==> src/rtl/pe_net_iface_if.sv <==
// Handshake bundle between a PE leaf interface and its neighbours: PE TX/RX streams and switch flit streams.
// The slave modport is the network interface itself; the master modport is whoever drives it.
interface pe_net_iface_if #(
  parameter int unsigned DataWidth = 36,
  parameter int unsigned AddrWidth = 4
);
  localparam int unsigned PayWidth = DataWidth - 2 * AddrWidth;

  logic [PayWidth-1:0]  i_pe_data;
  logic [AddrWidth-1:0] i_pe_dest;
  logic                 i_pe_valid;
  logic                 o_pe_ready;

  logic [DataWidth-1:0] o_data;
  logic                 o_data_valid;
  logic                 i_data_ready;

  logic [DataWidth-1:0] i_data;
  logic                 i_data_valid;
  logic                 o_data_ready;

  logic [PayWidth-1:0]  o_pe_rx_data;
  logic [AddrWidth-1:0] o_pe_rx_src;
  logic                 o_pe_rx_valid;
  logic                 i_pe_rx_ready;

  modport master (
    output i_pe_data, i_pe_dest, i_pe_valid, i_data_ready, i_data, i_data_valid, i_pe_rx_ready,
    input  o_pe_ready, o_data, o_data_valid, o_data_ready, o_pe_rx_data, o_pe_rx_src, o_pe_rx_valid
  );

  modport slave (
    input  i_pe_data, i_pe_dest, i_pe_valid, i_data_ready, i_data, i_data_valid, i_pe_rx_ready,
    output o_pe_ready, o_data, o_data_valid, o_data_ready, o_pe_rx_data, o_pe_rx_src, o_pe_rx_valid
  );
endinterface

==> src/rtl/pe_net_iface.sv <==
// Leaf NoC network interface: TX header insertion + FIFO toward the switch, RX address filter + 2-entry
// skid buffer toward the PE, and saturating traffic counters.
module pe_net_iface #(
  parameter int unsigned DataWidth = 36,
  parameter int unsigned AddrWidth = 4,
  parameter int unsigned MyAddr    = 0,
  parameter int unsigned TxDepth   = 8,
  parameter int unsigned CntWidth  = 16
) (
  input  logic                i_sclk,
  input  logic                i_reset,
  pe_net_iface_if.slave       bus,
  output logic [CntWidth-1:0] o_tx_count,
  output logic [CntWidth-1:0] o_rx_count,
  output logic [CntWidth-1:0] o_drop_count
);

  localparam int unsigned PayWidth = DataWidth - 2 * AddrWidth;
  localparam int unsigned PtrWidth = $clog2(TxDepth);
  localparam int unsigned OccWidth = PtrWidth + 1;
  localparam logic [AddrWidth-1:0] MyAddrL  = AddrWidth'(MyAddr);
  localparam logic [OccWidth-1:0]  TxFull   = OccWidth'(TxDepth);

  function automatic logic [CntWidth-1:0] sat_inc(input logic [CntWidth-1:0] v, input logic en);
    return (en && (v != '1)) ? v + CntWidth'(1) : v;
  endfunction

  // ---------------- TX path ----------------
  logic [DataWidth-1:0] tx_mem [TxDepth];
  logic [PtrWidth-1:0]  tx_wr_ptr_q, tx_wr_ptr_d;
  logic [PtrWidth-1:0]  tx_rd_ptr_q, tx_rd_ptr_d;
  logic [OccWidth-1:0]  tx_occ_q, tx_occ_d, tx_remain;
  logic [DataWidth-1:0] tx_data_q, tx_data_d;
  logic                 tx_valid_q, tx_valid_d;
  logic                 pe_ready_q, pe_ready_d;
  logic                 tx_wr, tx_rd;
  logic [DataWidth-1:0] tx_flit;

  assign tx_flit = {bus.i_pe_dest, MyAddrL, bus.i_pe_data};
  assign tx_wr   = bus.i_pe_valid & pe_ready_q;
  assign tx_rd   = tx_valid_q & bus.i_data_ready;

  // Output register always shows the FIFO head; an empty FIFO lets a fresh write land straight in it.
  always_comb begin
    tx_wr_ptr_d = tx_wr_ptr_q + PtrWidth'(tx_wr);
    tx_rd_ptr_d = tx_rd_ptr_q + PtrWidth'(tx_rd);
    tx_occ_d    = tx_occ_q + OccWidth'(tx_wr) - OccWidth'(tx_rd);
    tx_remain   = tx_occ_q - OccWidth'(tx_rd);
    tx_data_d   = tx_data_q;
    if (tx_remain == '0) begin
      if (tx_wr) tx_data_d = tx_flit;
    end else begin
      tx_data_d = tx_mem[tx_rd_ptr_d];
    end
    tx_valid_d = (tx_occ_d != '0);
    pe_ready_d = (tx_occ_d != TxFull);
  end

  always_ff @(posedge i_sclk) begin
    if (tx_wr) tx_mem[tx_wr_ptr_q] <= tx_flit;
  end

  always_ff @(posedge i_sclk or posedge i_reset) begin
    if (i_reset) begin
      tx_wr_ptr_q <= '0;
      tx_rd_ptr_q <= '0;
      tx_occ_q    <= '0;
      tx_data_q   <= '0;
      tx_valid_q  <= 1'b0;
      pe_ready_q  <= 1'b0;
    end else begin
      tx_wr_ptr_q <= tx_wr_ptr_d;
      tx_rd_ptr_q <= tx_rd_ptr_d;
      tx_occ_q    <= tx_occ_d;
      tx_data_q   <= tx_data_d;
      tx_valid_q  <= tx_valid_d;
      pe_ready_q  <= pe_ready_d;
    end
  end

  assign bus.o_data       = tx_data_q;
  assign bus.o_data_valid = tx_valid_q;
  assign bus.o_pe_ready   = pe_ready_q;

  // ---------------- RX path ----------------
  logic [AddrWidth-1:0] rx_dest, rx_src;
  logic [PayWidth-1:0]  rx_pay;
  logic                 rx_acc, rx_push, rx_drop, rx_pop;
  logic [1:0]           rx_occ_q, rx_occ_d;
  logic [PayWidth-1:0]  rx_head_data_q, rx_head_data_d, rx_spare_data_q, rx_spare_data_d;
  logic [AddrWidth-1:0] rx_head_src_q, rx_head_src_d, rx_spare_src_q, rx_spare_src_d;
  logic                 rx_valid_q, rx_valid_d;
  logic                 rx_ready_q, rx_ready_d;

  assign rx_dest = bus.i_data[DataWidth-1 -: AddrWidth];
  assign rx_src  = bus.i_data[DataWidth-AddrWidth-1 -: AddrWidth];
  assign rx_pay  = bus.i_data[PayWidth-1:0];
  assign rx_acc  = bus.i_data_valid & rx_ready_q;
  assign rx_push = rx_acc & (rx_dest == MyAddrL);
  assign rx_drop = rx_acc & (rx_dest != MyAddrL);
  assign rx_pop  = rx_valid_q & bus.i_pe_rx_ready;

  // Head entry drives the PE directly; the spare entry only fills while the PE is stalled.
  always_comb begin
    rx_head_data_d  = rx_head_data_q;
    rx_head_src_d   = rx_head_src_q;
    rx_spare_data_d = rx_spare_data_q;
    rx_spare_src_d  = rx_spare_src_q;
    rx_occ_d        = rx_occ_q + 2'(rx_push) - 2'(rx_pop);
    if (rx_pop) begin
      if (rx_occ_q == 2'd2) begin
        rx_head_data_d = rx_spare_data_q;
        rx_head_src_d  = rx_spare_src_q;
      end else if (rx_push) begin
        rx_head_data_d = rx_pay;
        rx_head_src_d  = rx_src;
      end
    end else if (rx_push) begin
      if (rx_occ_q == 2'd0) begin
        rx_head_data_d = rx_pay;
        rx_head_src_d  = rx_src;
      end else begin
        rx_spare_data_d = rx_pay;
        rx_spare_src_d  = rx_src;
      end
    end
    rx_valid_d = (rx_occ_d != 2'd0);
    rx_ready_d = (rx_occ_d != 2'd2);
  end

  always_ff @(posedge i_sclk or posedge i_reset) begin
    if (i_reset) begin
      rx_occ_q        <= 2'd0;
      rx_head_data_q  <= '0;
      rx_head_src_q   <= '0;
      rx_spare_data_q <= '0;
      rx_spare_src_q  <= '0;
      rx_valid_q      <= 1'b0;
      rx_ready_q      <= 1'b0;
    end else begin
      rx_occ_q        <= rx_occ_d;
      rx_head_data_q  <= rx_head_data_d;
      rx_head_src_q   <= rx_head_src_d;
      rx_spare_data_q <= rx_spare_data_d;
      rx_spare_src_q  <= rx_spare_src_d;
      rx_valid_q      <= rx_valid_d;
      rx_ready_q      <= rx_ready_d;
    end
  end

  assign bus.o_pe_rx_data  = rx_head_data_q;
  assign bus.o_pe_rx_src   = rx_head_src_q;
  assign bus.o_pe_rx_valid = rx_valid_q;
  assign bus.o_data_ready  = rx_ready_q;

  // ---------------- Counters ----------------
  logic [CntWidth-1:0] tx_cnt_q, rx_cnt_q, drop_cnt_q;

  always_ff @(posedge i_sclk or posedge i_reset) begin
    if (i_reset) begin
      tx_cnt_q   <= '0;
      rx_cnt_q   <= '0;
      drop_cnt_q <= '0;
    end else begin
      tx_cnt_q   <= sat_inc(tx_cnt_q, tx_rd);
      rx_cnt_q   <= sat_inc(rx_cnt_q, rx_pop);
      drop_cnt_q <= sat_inc(drop_cnt_q, rx_drop);
    end
  end

  assign o_tx_count   = tx_cnt_q;
  assign o_rx_count   = rx_cnt_q;
  assign o_drop_count = drop_cnt_q;

endmodule

==> src/flat_wrapper.sv <==
// flat-port wrapper written by rule: the top's interface ports become plain ports
module pe_net_iface_flat 
#(
  parameter int unsigned DataWidth = 36,
  parameter int unsigned AddrWidth = 4,
  parameter int unsigned MyAddr    = 0,
  parameter int unsigned TxDepth   = 8,
  parameter int unsigned CntWidth  = 16
)
  (i_sclk, i_reset, o_tx_count, o_rx_count, o_drop_count, bus_i_pe_data, bus_i_pe_dest, bus_i_pe_valid, bus_i_data_ready, bus_i_data, bus_i_data_valid, bus_i_pe_rx_ready, bus_o_pe_ready, bus_o_data, bus_o_data_valid, bus_o_data_ready, bus_o_pe_rx_data, bus_o_pe_rx_src, bus_o_pe_rx_valid);
  pe_net_iface_if #(.DataWidth(DataWidth), .AddrWidth(AddrWidth)) bus_i ();
  input  logic i_sclk;
  input  logic i_reset;
  output logic [CntWidth-1:0] o_tx_count;
  output logic [CntWidth-1:0] o_rx_count;
  output logic [CntWidth-1:0] o_drop_count;
  input wire logic [$bits(bus_i.i_pe_data)-1:0] bus_i_pe_data;
  input wire logic [$bits(bus_i.i_pe_dest)-1:0] bus_i_pe_dest;
  input wire logic [$bits(bus_i.i_pe_valid)-1:0] bus_i_pe_valid;
  input wire logic [$bits(bus_i.i_data_ready)-1:0] bus_i_data_ready;
  input wire logic [$bits(bus_i.i_data)-1:0] bus_i_data;
  input wire logic [$bits(bus_i.i_data_valid)-1:0] bus_i_data_valid;
  input wire logic [$bits(bus_i.i_pe_rx_ready)-1:0] bus_i_pe_rx_ready;
  output wire logic [$bits(bus_i.o_pe_ready)-1:0] bus_o_pe_ready;
  output wire logic [$bits(bus_i.o_data)-1:0] bus_o_data;
  output wire logic [$bits(bus_i.o_data_valid)-1:0] bus_o_data_valid;
  output wire logic [$bits(bus_i.o_data_ready)-1:0] bus_o_data_ready;
  output wire logic [$bits(bus_i.o_pe_rx_data)-1:0] bus_o_pe_rx_data;
  output wire logic [$bits(bus_i.o_pe_rx_src)-1:0] bus_o_pe_rx_src;
  output wire logic [$bits(bus_i.o_pe_rx_valid)-1:0] bus_o_pe_rx_valid;
  assign bus_i.i_pe_data = bus_i_pe_data;
  assign bus_i.i_pe_dest = bus_i_pe_dest;
  assign bus_i.i_pe_valid = bus_i_pe_valid;
  assign bus_i.i_data_ready = bus_i_data_ready;
  assign bus_i.i_data = bus_i_data;
  assign bus_i.i_data_valid = bus_i_data_valid;
  assign bus_i.i_pe_rx_ready = bus_i_pe_rx_ready;
  assign bus_o_pe_ready = bus_i.o_pe_ready;
  assign bus_o_data = bus_i.o_data;
  assign bus_o_data_valid = bus_i.o_data_valid;
  assign bus_o_data_ready = bus_i.o_data_ready;
  assign bus_o_pe_rx_data = bus_i.o_pe_rx_data;
  assign bus_o_pe_rx_src = bus_i.o_pe_rx_src;
  assign bus_o_pe_rx_valid = bus_i.o_pe_rx_valid;
  pe_net_iface #(.DataWidth(DataWidth), .AddrWidth(AddrWidth), .MyAddr(MyAddr), .TxDepth(TxDepth), .CntWidth(CntWidth)) u_core (.i_sclk(i_sclk), .i_reset(i_reset), .bus(bus_i), .o_tx_count(o_tx_count), .o_rx_count(o_rx_count), .o_drop_count(o_drop_count));
endmodule
==> config.mk <==
export PLATFORM = sky130hd
export DESIGN_NAME = pe_net_iface_flat
export DESIGN_NICKNAME = d
export VERILOG_FILES = /design/src/rtl/pe_net_iface_if.sv /design/src/rtl/pe_net_iface.sv /design/src/flat_wrapper.sv
export SDC_FILE = /design/constraint.sdc
export NUM_CORES = 1
export LEC_CHECK = 0
export CORE_MARGIN = 2
export CORE_UTILIZATION = 36
export DETAILED_ROUTE_END_ITERATION = 6
export PLACE_DENSITY = 0.61
export SLEW_MARGIN = 15
export SYNTH_ARGS = -nofsm -noshare
export SYNTH_HDL_FRONTEND = slang
export SYNTH_SLANG_ARGS = --single-unit
==> constraint.sdc <==
create_clock -name i_sclk -period 8.6 [get_ports i_sclk]
set_input_delay 1.29 -clock i_sclk [delete_from_list [all_inputs] [get_ports i_sclk]]
set_output_delay 1.29 -clock i_sclk [all_outputs]
set_load 0.02 [all_outputs]
==> flow_summary.rst <==
.. list-table::
   :header-rows: 1

   * - Metric
     - Value
   * - Maximum number of pins on one net before global-route repair
     - 92
   * - Setup TNS
     - 0 ns
   * - Avg Synthesized Cell Area
     - 18.22 um^2
   * - Leakage
     - 7.973 nW
   * - Number of pins exceeding their max-slew limit in the final report
     - 0
   * - WP data arrival
     - 4.03 ns
   * - Global placer's final weighted congestion
     - 0.7532
   * - Share of the synthesized area in the top cell type
     - 45.03%
   * - DRC violations left
     - 11
   * - Cell type with the highest aggregate area in the netlist
     - edfxtp_1
   * - Peak clock frequency supported by timing
     - 259.3 MHz
   * - Via count normalized by instance count
     - 5.008
   * - Xor and xnor fraction of the mapped netlist area
     - 2.565%
   * - YS warnings
     - 0
   * - Core utilization of the finished layout
     - 45.33%
   * - Post-synthesis mux area share
     - 20.85%
   * - Worst-Margin Slew
     - 1.090 ns
   * - First DRT Iteration DRCs
     - 571
   * - Overall via count from detail_route
     - 8985
   * - Clock skew after layout
     - 0.02114 ns
   * - Clock tree from TritonCTS
     - built
   * - Worst rel slew slack
     - 27.14%
   * - Final hold viol count
     - 0
   * - GRT Overall Usage
     - 15.18%
   * - Combinational family with the most area after synthesis
     - multiplexers
   * - Via count of the first global-routing pass
     - 9642
   * - Arithmetic-cell share of the synthesized area counting full adders, half adders and majority gates
     - 1.217%
   * - Global-route wire length before repair
     - 57630 um
   * - Worst hold-check slack
     - 0.4828 ns
   * - Required arrival time at the worst endpoint
     - 8.78 ns
   * - Sequential standard cell area
     - 11690 um^2
   * - HPWL after DPL
     - 21710 um
   * - Number of antenna violations at the first check in global routing
     - 2
   * - Most common cell after layout, fill and taps aside
     - edfxtp_1
   * - Routed len/inst
     - 20.46 um
   * - Detailed-router iteration count before antenna repair
     - 7
   * - Synth-to-Final Area Change
     - 23.90%
   * - Worst skew pair latency
     - 0.57 ns
   * - Nets@finish
     - 1243
   * - CTS root buffer
     - clkbuf_16
   * - Commonest non-fill, non-tap cells in the layout
     - 256 x edfxtp_1, 189 x clkdlybuf4s50_1, 160 x dfrtp_1
   * - Count of different cell masters after synthesis
     - 50
   * - Final period utilization
     - 44.84%
   * - Hold-fix buffer count after cts
     - 0
   * - Layout fillers
     - 4047
   * - Num Clock Sinks
     - 416
   * - Post-CTS Setup Repair Bufs
     - 0
   * - Compound-Gate Fraction of Synth Area
     - 1.114%
   * - IO Port Bufs
     - 189
   * - Number of buffers created by CTS
     - 44
   * - Kind of end point of the critical path
     - register
   * - CP Max Fanout
     - 34
   * - Post-Synthesis Cell Area
     - 17070 um^2
   * - Starting utilization of the core area
     - 36.59%
   * - Die X-Extent
     - 221.8 um
   * - Sequential fraction of the synthesis area
     - 68.49%
   * - Deepest level of the CTS H-tree
     - 2
   * - CTS clk-pin slew, worst paths
     - 0.06 ns
   * - Max-cap viol count
     - 0
   * - Total of flip-flops plus latches after synthesis
     - 416
   * - Critical Path Source Type
     - input pin
   * - Count of standard-cell rows
     - 79
   * - Area of combinational cells with multiple inputs
     - 5205 um^2
   * - DIE HEIGHT
     - 221.8 um
   * - Antenna cell count
     - 0
   * - Final wirelength
     - 36710 um
   * - Setup Crit Path Kind
     - in -> reg
   * - Power per unit of standard cell area
     - 344.5 nW/um^2
   * - Final min period
     - 3.857 ns
   * - Hold Path Class
     - reg -> reg
   * - Basic-gate share of the synthesized area counting and, or, nand and nor cells
     - 4.171%
   * - Run status
     - complete, but fails checks
   * - Die Area
     - 49180 um^2
   * - Max clock buf depth
     - 3
   * - Largest cells by area after synthesis
     - edfxtp_1 45%, dfrtp_1 23%, mux4_2 8.4%, mux2_2 6.2%, mux2i_1 5.6%
   * - Total of endpoints with negative setup slack in the final report
     - 0
   * - Cells after Synth
     - 937
   * - I/O pin count
     - 194
   * - Layout cells sized above 1
     - 22.58%
   * - Cells resized by post-CTS repair
     - 0
   * - Maximum resistive drop on vdd
     - 0.1634 mV
   * - RSZ-0062 raised after global routing
     - false
   * - Failing checks
     - DRC
   * - ANT nets after route
     - 0
   * - Area of the placeable core
     - 46650 um^2
   * - GR Overflow Total
     - 0
-- synthesized netlist by cell type, drive strengths merged --
master	count
nand2b	4
and4	6
buf	27
xnor2	37
o21ai	8
o2111ai	4
nor2	14
and2	2
nand2	19
nand3	20
o21a	1
mux2	101
conb	1
xor2	13
mux2i	96
o2bb2ai	1
dfrtp	160
nand4b	2
nor4bb	1
nor4	6
o211ai	8
a21oi	2
clkbuf	12
a41o	1
or4	1
nor3b	1
ha	15
inv	9
mux4	64
o21bai	1
nand4	16
fa	1
nor3	12
edfxtp	256
or2	5
and3	8
nand3b	2
-- worst max-delay path: stages --
cell	delay, ns
clkdlybuf4s50_1	0.46
nand2_1	0.23
inv_2	0.10
buf_4	0.61
nand2_1	0.39
nor2_4	0.93
-- area by class of cell --
class / instances / area share (%)
well taps: 607 / 3.591
repair buffers: 206 / 9.548
clock inverters: 9 / 0.5797
flip-flops and latches: 416 / 55.28
clock buffers: 71 / 6.212
inverters: 9 / 0.1834
multi-input cells: 476 / 24.61
-- worst paths after layout --
path	startpoint	end	slack, ns	depth (start not counted)
setup / recovery	bus_i_pe_valid	u_core.tx_mem[7][6]	4.74	6
hold / removal	u_core.rx_spare_data_q[23]	u_core.rx_spare_data_q[23]	0.48	1
setup reg to reg	u_core.bus.o_pe_ready	u_core.tx_mem[7][6]	5.54	5
hold reg to reg	u_core.rx_spare_data_q[23]	u_core.rx_spare_data_q[23]	0.48	1
max in group asynchronous	i_reset	u_core.rx_spare_data_q[14]	5.79	3
min in group asynchronous	i_reset	u_core.rx_spare_data_q[15]	1.33	2
-- cell families after synthesis --
| family | count (synthesis) |
|---|---|
| compound gates | 26 |
| flops | 416 |
| mux | 261 |
| buf+inv | 48 |
| other cells | 1 |
| simple gates | 119 |
| xor+xnor | 50 |
| fa+ha+maj | 16 |
-- registers in the layout, summed over array words and instances (netlist names) --
| name | cells |
|---|---|
| u_core.bus.o_data | 32 |
| u_core.o_drop_count | 16 |
| u_core.rx_occ_q | 2 |
| u_core.bus.o_data_valid | 1 |
| u_core.bus.o_data_ready | 1 |
| u_core.tx_occ_q | 4 |
| u_core.bus.o_pe_ready | 1 |
| u_core.rx_spare_data_q | 28 |
| u_core.bus.o_pe_rx_src | 4 |
| u_core.bus.o_pe_rx_data | 28 |
| u_core.bus.o_pe_rx_valid | 1 |
| u_core.tx_rd_ptr_q | 3 |
| u_core.rx_spare_src_q | 4 |
| u_core.tx_wr_ptr_q | 3 |
| u_core.o_rx_count | 16 |
| u_core.o_tx_count | 16 |
| u_core.tx_mem | 256 |
-- stage by stage --
stage / power (mW) / cell area, um^2 / instances / setup WS [ns]
3_3_place_gp: 5.453 / 19710 / 1714 / 4.113
6_report: 7.286 / 21150 / 1794 / 4.743
5_1_grt: 7.681 / 21150 / 1794 / 4.523
4_1_cts: 7.420 / 21150 / 1794 / 4.707
3_5_place_dp: 5.505 / 19710 / 1714 / 4.105
2_1_floorplan: 4.564 / 17080 / 940 / 2.990
-- per-layer routing --
| layer | share of wire [%] | global-route usage [%] |
|---|---|---|
| met5 | 0.071 | 0 |
| met3 | 4.6 | 3.021 |
| met2 | 48 | 24.95 |
| met1 | 45 | 20.41 |
| met4 | 2.3 | 4.643 |
-- report_power, final --
group | internal (mW) | leakage, nW | switching [mW] | total, mW
Sequential | 2.62 | 4.33 | 0.266 | 2.89
Combinational | 1.27 | 2.94 | 1.25 | 2.52
Clock | 1.11 | 0.702 | 0.767 | 1.88
Power figures use the tool's default switching activity.
